<file path="src/rtl/signal_ctrl_pkg.sv">
`default_nettype none
// +----------------------------------------------------------------------------+
// | signal_ctrl_pkg                                                            |
// | Shared types and the tick-count to BCD conversion for the signal ctrl.     |
// | Revision: 1.0                                                              |
// +----------------------------------------------------------------------------+
package signal_ctrl_pkg;

  localparam int c_elapsed_w = 10;

  typedef enum logic [1:0] {
    GREEN  = 2'd0,
    AMBER  = 2'd1,
    ALLRED = 2'd2
  } state_t;

  typedef struct packed {
    logic [3:0] tens;
    logic [3:0] ones;
    logic [3:0] tenths;
  } bcd3_t;

  // Only ever evaluated on parameters, so the divisions fold away at elaboration.
  function automatic bcd3_t to_bcd3(input int ticks);
    bcd3_t r;
    r.tens   = 4'((ticks / 100) % 10);
    r.ones   = 4'((ticks / 10) % 10);
    r.tenths = 4'(ticks % 10);
    return r;
  endfunction

endpackage
`default_nettype wire

</file>
<file path="src/rtl/interval_timer.sv">
`default_nettype none
// +----------------------------------------------------------------------------+
// | interval_timer                                                             |
// | Tick prescaler, BCD down-counter and elapsed-tick counter for one interval.|
// | Revision: 1.0                                                              |
// +----------------------------------------------------------------------------+
module interval_timer
  import signal_ctrl_pkg::*;
#(
  parameter int CLK_PER_TICK = 5_000_000,
  parameter int INIT_TICKS   = 100
) (
  input  logic                   clk,
  input  logic                   rst,
  input  logic                   load,
  input  bcd3_t                  duration,
  output logic                   tick,
  output logic                   done,
  output logic [c_elapsed_w-1:0] elapsed,
  output bcd3_t                  countdown
);

  localparam int                c_pre_w    = (CLK_PER_TICK > 1) ? $clog2(CLK_PER_TICK) : 1;
  localparam logic [c_pre_w-1:0] c_pre_last = c_pre_w'(CLK_PER_TICK - 1);
  localparam bcd3_t             c_init     = to_bcd3(INIT_TICKS);

  logic [c_pre_w-1:0]     r_prescale;
  logic [c_elapsed_w-1:0] r_elapsed;
  bcd3_t                  r_count;
  bcd3_t                  w_count_dec;

  assign tick      = (r_prescale == c_pre_last);
  assign done      = tick && (r_count.tens == 4'd0) && (r_count.ones == 4'd0) &&
                     (r_count.tenths <= 4'd1);
  assign elapsed   = r_elapsed;
  assign countdown = r_count;

  // Digit-wise borrow chain; 00.0 holds.
  always_comb begin
    w_count_dec = r_count;
    if (r_count.tenths != 4'd0) begin
      w_count_dec.tenths = r_count.tenths - 4'd1;
    end else if (r_count.ones != 4'd0) begin
      w_count_dec.ones   = r_count.ones - 4'd1;
      w_count_dec.tenths = 4'd9;
    end else if (r_count.tens != 4'd0) begin
      w_count_dec.tens   = r_count.tens - 4'd1;
      w_count_dec.ones   = 4'd9;
      w_count_dec.tenths = 4'd9;
    end
  end

  always_ff @(posedge clk or posedge rst) begin
    if (rst) begin
      r_prescale <= '0;
    end else if (load || tick) begin
      r_prescale <= '0;
    end else begin
      r_prescale <= r_prescale + c_pre_w'(1);
    end
  end

  always_ff @(posedge clk or posedge rst) begin
    if (rst) begin
      r_count <= c_init;
    end else if (load) begin
      r_count <= duration;
    end else if (tick) begin
      r_count <= w_count_dec;
    end
  end

  always_ff @(posedge clk or posedge rst) begin
    if (rst) begin
      r_elapsed <= '0;
    end else if (load) begin
      r_elapsed <= '0;
    end else if (tick && (r_elapsed != '1)) begin
      r_elapsed <= r_elapsed + c_elapsed_w'(1);
    end
  end

endmodule
`default_nettype wire

</file>
<file path="src/rtl/multi_phase_signal_ctrl.sv">
`default_nettype none
// +----------------------------------------------------------------------------+
// | multi_phase_signal_ctrl                                                    |
// | N-approach signal sequencer with latched demand and round-robin service.   |
// | Revision: 1.0                                                              |
// +----------------------------------------------------------------------------+
module multi_phase_signal_ctrl
  import signal_ctrl_pkg::*;
#(
  parameter int NUM_PHASES      = 4,
  parameter int CLK_PER_TICK    = 5_000_000,
  parameter int GREEN_MIN_TICKS = 100,
  parameter int GREEN_MAX_TICKS = 300,
  parameter int AMBER_TICKS     = 30,
  parameter int ALLRED_TICKS    = 10
) (
  input  logic                          clk,
  input  logic                          rst,
  input  logic [NUM_PHASES-1:0]         demand,
  output logic [NUM_PHASES-1:0]         red,
  output logic [NUM_PHASES-1:0]         amber,
  output logic [NUM_PHASES-1:0]         green,
  output logic [$clog2(NUM_PHASES)-1:0] active_phase,
  output logic [1:0]                    state_o,
  output logic [3:0]                    cd_tens,
  output logic [3:0]                    cd_ones,
  output logic [3:0]                    cd_tenths,
  output logic [NUM_PHASES-1:0]         pending
);

  localparam int c_phase_w = $clog2(NUM_PHASES);

  localparam bcd3_t c_green_bcd  = to_bcd3(GREEN_MIN_TICKS);
  localparam bcd3_t c_amber_bcd  = to_bcd3(AMBER_TICKS);
  localparam bcd3_t c_allred_bcd = to_bcd3(ALLRED_TICKS);

  localparam logic [c_elapsed_w-1:0] c_min_last = c_elapsed_w'(GREEN_MIN_TICKS - 1);
  localparam logic [c_elapsed_w-1:0] c_max_last = c_elapsed_w'(GREEN_MAX_TICKS - 1);
  localparam logic [NUM_PHASES-1:0]  c_home     = NUM_PHASES'(1);

  state_t                 r_state;
  state_t                 w_state_next;
  logic [c_phase_w-1:0]   r_phase;
  logic [c_phase_w-1:0]   w_phase_next;
  logic [c_phase_w-1:0]   w_rr_phase;
  logic                   w_rr_found;
  logic [NUM_PHASES-1:0]  r_pending;
  logic [NUM_PHASES-1:0]  w_pending_next;
  logic [NUM_PHASES-1:0]  w_phase_mask;
  logic [NUM_PHASES-1:0]  w_green_mask;
  logic                   w_others;
  logic [NUM_PHASES-1:0]  r_red, r_amber, r_green;
  logic [NUM_PHASES-1:0]  w_red_next, w_amber_next, w_green_next;
  logic                   w_load;
  bcd3_t                  w_duration;
  logic                   w_tick;
  logic                   w_done;
  logic [c_elapsed_w-1:0] w_elapsed;
  bcd3_t                  w_countdown;
  logic                   w_min_ok;
  logic                   w_max_hit;

  function automatic logic [c_phase_w-1:0] wrap_add(input logic [c_phase_w-1:0] p, input int k);
    int s;
    s = int'(p) + k;
    if (s >= NUM_PHASES) s = s - NUM_PHASES;
    return c_phase_w'(s);
  endfunction

  interval_timer #(
    .CLK_PER_TICK (CLK_PER_TICK),
    .INIT_TICKS   (GREEN_MIN_TICKS)
  ) u_timer (
    .clk       (clk),
    .rst       (rst),
    .load      (w_load),
    .duration  (w_duration),
    .tick      (w_tick),
    .done      (w_done),
    .elapsed   (w_elapsed),
    .countdown (w_countdown)
  );

  always_comb begin
    w_phase_mask          = '0;
    w_phase_mask[r_phase] = 1'b1;
  end

  assign w_green_mask = (r_state == GREEN) ? w_phase_mask : '0;
  assign w_others     = |(r_pending & ~w_phase_mask);
  // Compared against the pre-tick count so the exit lands on the tick that completes it.
  assign w_min_ok     = (w_elapsed >= c_min_last);
  assign w_max_hit    = (w_elapsed == c_max_last);

  // Search starts just past the active phase; the active phase itself is tried last.
  always_comb begin
    w_rr_phase = '0;
    w_rr_found = 1'b0;
    for (int k = 1; k <= NUM_PHASES; k++) begin
      if (!w_rr_found && r_pending[wrap_add(r_phase, k)]) begin
        w_rr_found = 1'b1;
        w_rr_phase = wrap_add(r_phase, k);
      end
    end
  end

  always_ff @(posedge clk or posedge rst) begin
    if (rst) begin
      r_state <= GREEN;
      r_phase <= '0;
    end else begin
      r_state <= w_state_next;
      r_phase <= w_phase_next;
    end
  end

  always_comb begin
    w_state_next = r_state;
    w_phase_next = r_phase;
    w_load       = 1'b0;
    w_duration   = c_green_bcd;
    case (r_state)
      GREEN: begin
        if (w_tick && w_others && (w_min_ok || w_max_hit)) begin
          w_state_next = AMBER;
          w_load       = 1'b1;
          w_duration   = c_amber_bcd;
        end
      end
      AMBER: begin
        if (w_done) begin
          w_state_next = ALLRED;
          w_load       = 1'b1;
          w_duration   = c_allred_bcd;
        end
      end
      ALLRED: begin
        if (w_done) begin
          w_state_next = GREEN;
          w_phase_next = w_rr_phase;
          w_load       = 1'b1;
          w_duration   = c_green_bcd;
        end
      end
      default: begin
        w_state_next = GREEN;
        w_phase_next = '0;
        w_load       = 1'b1;
        w_duration   = c_green_bcd;
      end
    endcase
  end

  // Lamps are decoded from the next state so they are registered alongside it.
  always_comb begin
    w_green_next = '0;
    w_amber_next = '0;
    w_red_next   = '1;
    case (w_state_next)
      GREEN: begin
        w_green_next[w_phase_next] = 1'b1;
        w_red_next[w_phase_next]   = 1'b0;
      end
      AMBER: begin
        w_amber_next[w_phase_next] = 1'b1;
        w_red_next[w_phase_next]   = 1'b0;
      end
      default: ;
    endcase
  end

  always_comb begin
    w_pending_next = r_pending | (demand & ~w_green_mask);
    if (w_load && (w_state_next == GREEN)) begin
      w_pending_next[w_phase_next] = 1'b0;
    end
  end

  always_ff @(posedge clk or posedge rst) begin
    if (rst) begin
      r_pending <= '0;
      r_green   <= c_home;
      r_amber   <= '0;
      r_red     <= ~c_home;
    end else begin
      r_pending <= w_pending_next;
      r_green   <= w_green_next;
      r_amber   <= w_amber_next;
      r_red     <= w_red_next;
    end
  end

  assign red          = r_red;
  assign amber        = r_amber;
  assign green        = r_green;
  assign pending      = r_pending;
  assign active_phase = r_phase;
  assign state_o      = r_state;
  assign cd_tens      = w_countdown.tens;
  assign cd_ones      = w_countdown.ones;
  assign cd_tenths    = w_countdown.tenths;

endmodule
`default_nettype wire

</file>
<file path="config.mk">
export PLATFORM = sky130hd
export DESIGN_NAME = multi_phase_signal_ctrl
export DESIGN_NICKNAME = d
export VERILOG_FILES = /design/src/rtl/signal_ctrl_pkg.sv /design/src/rtl/interval_timer.sv /design/src/rtl/multi_phase_signal_ctrl.sv
export SDC_FILE = /design/constraint.sdc
export NUM_CORES = 1
export LEC_CHECK = 0
export ABC_AREA = 1
export CAP_MARGIN = 20
export CORE_AREA = 2 2 102 104
export DETAILED_ROUTE_END_ITERATION = 10
export DIE_AREA = 0 0 104 106
export PLACE_DENSITY = 0.66
export SLEW_MARGIN = 20
export SYNTH_ARGS = -nofsm -noshare
export SYNTH_HDL_FRONTEND = slang
export SYNTH_SLANG_ARGS = --single-unit
</file>
<file path="constraint.sdc">
create_clock -name clk -period 2.3 [get_ports clk]
set_clock_uncertainty 0.05 [all_clocks]
set_input_delay 0.23 -clock clk [delete_from_list [all_inputs] [get_ports clk]]
set_output_delay 0.23 -clock clk [all_outputs]
set_load 0.005 [all_outputs]
</file>
### Word-level counts from Yosys, hierarchy flattened

Cells that the tools add are included.
W data, S select, Z words.

* output and inout port bits: 32
* word-level logic and storage cells: 139
* register bits after elaboration: 65

* reductions and logical operators: 36
* bitwise operators: 7
* add/sub/neg operators: 13
* mux-type cells: 50
* order comparisons: 14
* equal/unequal tests: 8

Operator list (count)
* $mux W12: 3
* $mux W4: 7
* $mux W2: 12
* $pmux W12 S2: 1
* $add A23 B1 Y23 const B: 1
* $eq A23 B23 Y1 const B: 1
* $mux W23: 1
* $mux W10: 2
* $lt A2 B3 Y1 const B: 6
* $mux W9: 2
* $mux W8: 2
* $reduce_bool A4 Y1: 4
* $and A4 B4 Y4: 3
* $logic_and A1 B1 Y1: 12
* $not A4 Y4: 3
* $sub A4 B1 Y4 const B: 3
* $mux W1: 11
* $add A10 B1 Y10 const B: 1
* $eq A10 B9 Y1 const B: 1
* $ge A10 B7 Y1 const B: 1
* $ne A10 B10 Y1 const B: 1
* $ge A3 B3 Y1 const B: 3
* $bmux W1 S2: 4
* $logic_not A4 Y1: 2
* 25 further kinds: 41

### Longest topological paths before layout

* depth after elaboration: 24
* mapped depth: 18
* gate-level depth less buffers: 17

### By module

A second synthesis with hierarchy kept.

* cell total of the unflattened synthesis: 632
* area, all modules: 4322.9 µm²

Modules (own cells, without submodules)
* interval_timer: cells an instance 452, sequential area each 1127.3 µm², times used 1, area an instance 2969.1 µm²
* multi_phase_signal_ctrl: cells an instance 180, sequential area each 505.5 µm², times used 1, area an instance 1353.8 µm²

### Worst setup path before layout

OpenSTA, ideal clock, no wires.

* kind: register to register
* start: reg r_phase[0] (netlist: active_phase[0])
* end: reg r_pending[3] (netlist: pending[3])
* setup slack: 0.085 ns
* data arrival time: 2.052 ns
* data required time: 2.137 ns
* cell stages (with the launch flop): 19
* period minus slack after synthesis: 2.215 ns
* setup time: 0.113 ns
* buffers on the path: 1
* path through: dfrtp_1 buf_2 inv_1 ha_1 inv_1 nand3_1 nand2_1 inv_1 nand3_1 nor2_1 nor2_1 nand2_1 nand3_1 nand2_1 nand2_1 inv_1 nand3_1 nand2_1 inv_1

* longest elaborated chain between the ends: 24
* elaborated cells on any way between the ends: 67

RTL lines
* start, declared: line multi_phase_signal_ctrl.sv:43 `logic [c_phase_w-1:0] r_phase;`
* start signal, assigned: line multi_phase_signal_ctrl.sv:113 `r_phase <= w_phase_next;`
* $add A2 B1 Y3: line multi_phase_signal_ctrl.sv:65 `s = int'(p) + k;`
* $ge A3 B3 Y1 or $sub A2 B1 Y2 (tied branches): line multi_phase_signal_ctrl.sv:66 `if (s >= NUM_PHASES) s = s - NUM_PHASES;`
* $mux W2: line multi_phase_signal_ctrl.sv:66
* $bmux W1 S2: line multi_phase_signal_ctrl.sv:100 `if (!w_rr_found && r_pending[wrap_add(r_phase, k)]) begin`
* $mux W1 (implied by the code): line multi_phase_signal_ctrl.sv:100
* $mux W1: line multi_phase_signal_ctrl.sv:100
* $logic_not A1 Y1: line multi_phase_signal_ctrl.sv:100
* $logic_and A1 B1 Y1: line multi_phase_signal_ctrl.sv:100
* (+9 left out)
* net w_phase_next[1]: line multi_phase_signal_ctrl.sv:44 `logic [c_phase_w-1:0] w_phase_next;`
* $lt A2 B3 Y1 (implied by the code) or $ge A2 B1 Y1 (tied branches): line multi_phase_signal_ctrl.sv:175 `w_pending_next[w_phase_next] = 1'b0;`
* $logic_and A1 B1 Y1 (implied by the code): line multi_phase_signal_ctrl.sv:175
* $mux W1 (implied by the code): line multi_phase_signal_ctrl.sv:175
* $demux W1 S2 *: line multi_phase_signal_ctrl.sv:175
* $not A4 Y4 (no source line) *
* $and A4 B4 Y4 (no source line) *
* $mux W4 *: line multi_phase_signal_ctrl.sv:174 `if (w_load && (w_state_next == GREEN)) begin`
* net w_pending_next[3]: line multi_phase_signal_ctrl.sv:48 `logic [NUM_PHASES-1:0] w_pending_next;`
* end signal, assigned: line multi_phase_signal_ctrl.sv:186 `r_pending <= w_pending_next;`
* end, declared: line multi_phase_signal_ctrl.sv:47 `logic [NUM_PHASES-1:0] r_pending;`

The timed path passes the listed nets; every way through them passes the cells marked *. The select of a mux whose other input is x is not followed.
A chain may end at the register's enable or synchronous reset.

### Final worst setup path

* start: reg u_timer.r_prescale[1]
* end: reg u_timer.r_prescale[22]

* longest elaborated chain between the ends: 8
* elaborated cells on any way between the ends: 12

RTL lines
* start, declared: line interval_timer.sv:27 `logic [c_pre_w-1:0] r_prescale;`
* start signal, assigned: line interval_timer.sv:59 `r_prescale <= r_prescale + c_pre_w'(1);`
* $eq A23 B23 Y1: line interval_timer.sv:32 `assign tick = (r_prescale == c_pre_last);`
* $logic_and A1 B1 Y1 (3 in series): line interval_timer.sv:33 `assign done = tick && (r_count.tens == 4'd0) && (r_count.ones == 4'd0) &&`
* $mux W1: line multi_phase_signal_ctrl.sv:131, multi_phase_signal_ctrl.sv:138
* $pmux W1 S2: line multi_phase_signal_ctrl.sv:122 `case (r_state)`
* $logic_or A1 B1 Y1: line interval_timer.sv:56 `end else if (load || tick) begin`
* $mux W23 *: line interval_timer.sv:56

Every way passes the cells marked *; elsewhere a longest branch is shown, timed or not.

==> qor.yml <==
yosys:
  yosysUniqueCellTypes: 34
  synth_nets: 547
  async_reset_ff_share_pct: 100
  avgSynthCellArea_um2: 7.34
  synth_edf_count: 0
  netlist_top_cells_area: "dfrtp_1 39%, nand2_1 13%, inv_1 8.0%"
  syn-cell-area_um2: 3880
  synth_seq_cells: 65
  synthFlopType: "dfrtp_1"
  yosys_warnings: 0
  yosys.area.top_type_share_pct: 38.7
  synth_largest_area_cell: "dfrtp_1"
  syn_inst: 529
  netlist_top_cells_count: "133 x nand2_1, 83 x inv_1, 83 x nor2_1, 60 x dfrtp_1, 32 x nand3_1"
  ys_seq_area_share_pct: 42.1
  synth.most_common_cell: "nand2_1"
global_routing:
  grt_use_met3_pct: 3.86
  grtUsageTotal_pct: 16.9
  antenna_found_initial: 0
  grt_busiest_layer: "met2"
  grt_max_degree: 27
  grt_first_pass_wirelength_mm: 15.2
  gr-usage-met2_pct: 28.6
  grt_pass1_vias: 3386
  grt-ovfl-total: 0
  met1_usage_pct: 21.2
final_layout:
  drive_gt1_share_pct: 19.3
  areaGrowthSynthToFinish_pct: 29.5
  final_cell_area_um2: 5030
  finish.utilization_pct: 50.3
  diodes: 0
  fin_nets: 625
  fillers: 968
  fin_cells: 747
timing:
  clock.fmax_ghz: 0.442
  rsz0062_at_grt: "true"
  slew_viol_final: 0
  min_period_ns: 2.26
  setup_violations: 0
  timing_hold_violations_final: 0
  finalCritPeriodShare_pct: 98.4
  relSlewSlack_pct: 67.2
  finalSetupTns_ns: 0
  worstMarginPinSlew_ns: 0.492
clocking:
  cts_num_sinks: 65
  cts_buffers: 9
  path_clk_slew_ns: 0.07
  clkLatencyLatePin_ns: 0.34
  cts.htree.levels: 3
  cts_tree: "built"
  cts_root_buf: "clkbuf_8"
  clock_path_buffers: 2
routing:
  via_count: 3573
  drtIter0Drc: 176
  wirelength_mm: 9.24
  viasPerCell: 4.78
  wl_per_cell_um: 12.4
  firstDrtPassIters: 4
  drtAntennaViolNets: 0
  route.detailed.drc: 0
worst_setup_path:
  cp_top_family: "simple AND/OR/NAND/NOR gates"
  critPathMaxStageDelay_ns: 0.36
  required_ns: 2.47
  critPathMostFrequentCell: "inv_1"
  cp_cell_sequence: "ha_2 > inv_1 > nor3_4 > buf_4 > inv_1 > nor3_2 > nand4_1 > nor2_2 > inv_1 > nor3_4 > nand3_1 > nand2_1 > nor2_1"
  arrival_ns: 2.44
  crit_path_start_kind: "flop"
  slowest_stage: "dfrtp_1"
  cp-end-kind: "flop"
  cp_num_buf_inv: 4
  critical_path_class: "flop to flop"
  path_max_fanout: 5
placement:
  portBuffers: 37
  placed_cell_area_um2: 4600
  place.gp.congestion: 0.887
  post-place-cells: 721
  place_hpwl_mm: 6.75
run:
  maxCapViolCount: 0
pwr:
  irDropWorstVdd_uv: 247
  power_mw: 2.10
  p_leak_nw: 2.44
  power_density_nw_per_um2: 417
outcome:
  status: "finished, final reports clean"
die:
  core_um2: 10000
  die_x_um: 104
  die_area_um2: 11000
  die-height_um: 106
  io_pins: 38
  rows: 37
  initial_core_util_pct: 38.8
hold_path:
  hold_path_class: "input port to asynchronous set/reset pin"
## stage by stage
step | hold slack (ns) | setup slack [ns]
after floorplan | 0.349 | 0.0849
after global placement | 0.450 | 0.0426
after detailed placement | 0.468 | -0.0274
after CTS | 0.202 | 0.0246
after global routing | 0.225 | -0.109
final | 0.186 | 0.0366
## cells by family (layout without fill, tap and decap cells)
group | after synthesis | in the layout | synth area share (%)
compound gates | 55 | 55 | 8.22
xor+xnor | 13 | 13 | 2.93
fa+ha+maj | 12 | 12 | 3.87
buf+inv | 93 | 175 | 9.51
flops | 65 | 65 | 42.1
simple gates | 291 | 291 | 33.4
## layer usage
| layer | wire length (µm) | part of all wire [%] |
|---|---|---|
| met4 | 126 | 1.4 |
| met3 | 382 | 4.1 |
| met5 | 0 | 0 |
| met2 | 4520 | 49 |
| met1 | 4210 | 46 |
## placed cells by master (no fill, tap or decap), types with 2 or more instances in the layout
| master | n |
|---|---|
| nand2_1 | 123 |
| inv_1 | 77 |
| nor2_1 | 77 |
| dfrtp_1 | 59 |
| clkdlybuf4s50_1 | 37 |
| buf_4 | 32 |
| nand3_1 | 28 |
| a21oi_1 | 22 |
| o21ai_0 | 20 |
| nand2_2 | 12 |
| nand4_1 | 10 |
| clkbuf_8 | 9 |
| nor2_2 | 8 |
| xor2_1 | 8 |
| inv_2 | 7 |
| nor3_1 | 7 |
| ha_1 | 7 |
| nand3_2 | 6 |
| nand2_4 | 5 |
| xnor2_1 | 5 |
| dfstp_2 | 5 |
| nor3_2 | 4 |
| nor2_4 | 4 |
| o311ai_0 | 4 |
| ha_2 | 3 |
| clkinv_2 | 3 |
| nor3_4 | 2 |
| inv_6 | 2 |
| o21ai_1 | 2 |
| a21oi_4 | 2 |
| ha_4 | 2 |
| clkbuf_1 | 2 |
| buf_6 | 2 |
| buf_12 | 2 |
## layout make-up
class                           count  area [µm²]  area share, %
Tap cell                          136         170           3.39
Timing Repair Buffer               74         678           13.5
Inverter                           86         333           6.62
Multi-Input combinational cell    371        2030           40.5
Sequential cell                    65        1630           32.5
Clock buffer                       11         131           2.61
Clock inverter                      4        45.0          0.896
## where the power goes
group                 switching, mW  leakage [nW]  internal, mW
combinational                0.0243          1.49        0.0145
clock                         0.426        0.0929         0.490
sequential     0.000000000000000316         0.859          1.14
total                         0.450          2.44          1.65
## state kept, by name, indices dropped and copies added (netlist names)
signal and cells:
u_timer.elapsed 10, amber 4, green 4, pending 4, u_timer.countdown 12, state_o 2, active_phase 2, red 4
u_timer.r_prescale 23
## path summary, 6_finish.rpt
check                                               to                   start  slack [ns]  cells past startpoint
worst min register to register  u_timer.r_prescale[19]  u_timer.r_prescale[19]        0.48                      2
worst max-delay path            u_timer.r_prescale[22]   u_timer.r_prescale[1]        0.04                     13
max in group asynchronous                       red[3]                     rst        1.43                      3
worst min-delay path              u_timer.countdown[3]                     rst        0.19                      2
worst max register to register  u_timer.r_prescale[22]   u_timer.r_prescale[1]        0.04                     13
min in group clk                u_timer.r_prescale[19]  u_timer.r_prescale[19]        0.48                      2
## repair_timing
action | in CTS | in global routing
setup endpoints to repair | 4 | 49
gates resized for setup | 2 | 48
pin swaps | 0 | 16
cloned | 0 | 1
hold buffers | 0 | 0
setup buffers | 0 | 10
endpoints found under the hold margin | 0 | 0
(Power assumes the default switching activity.)
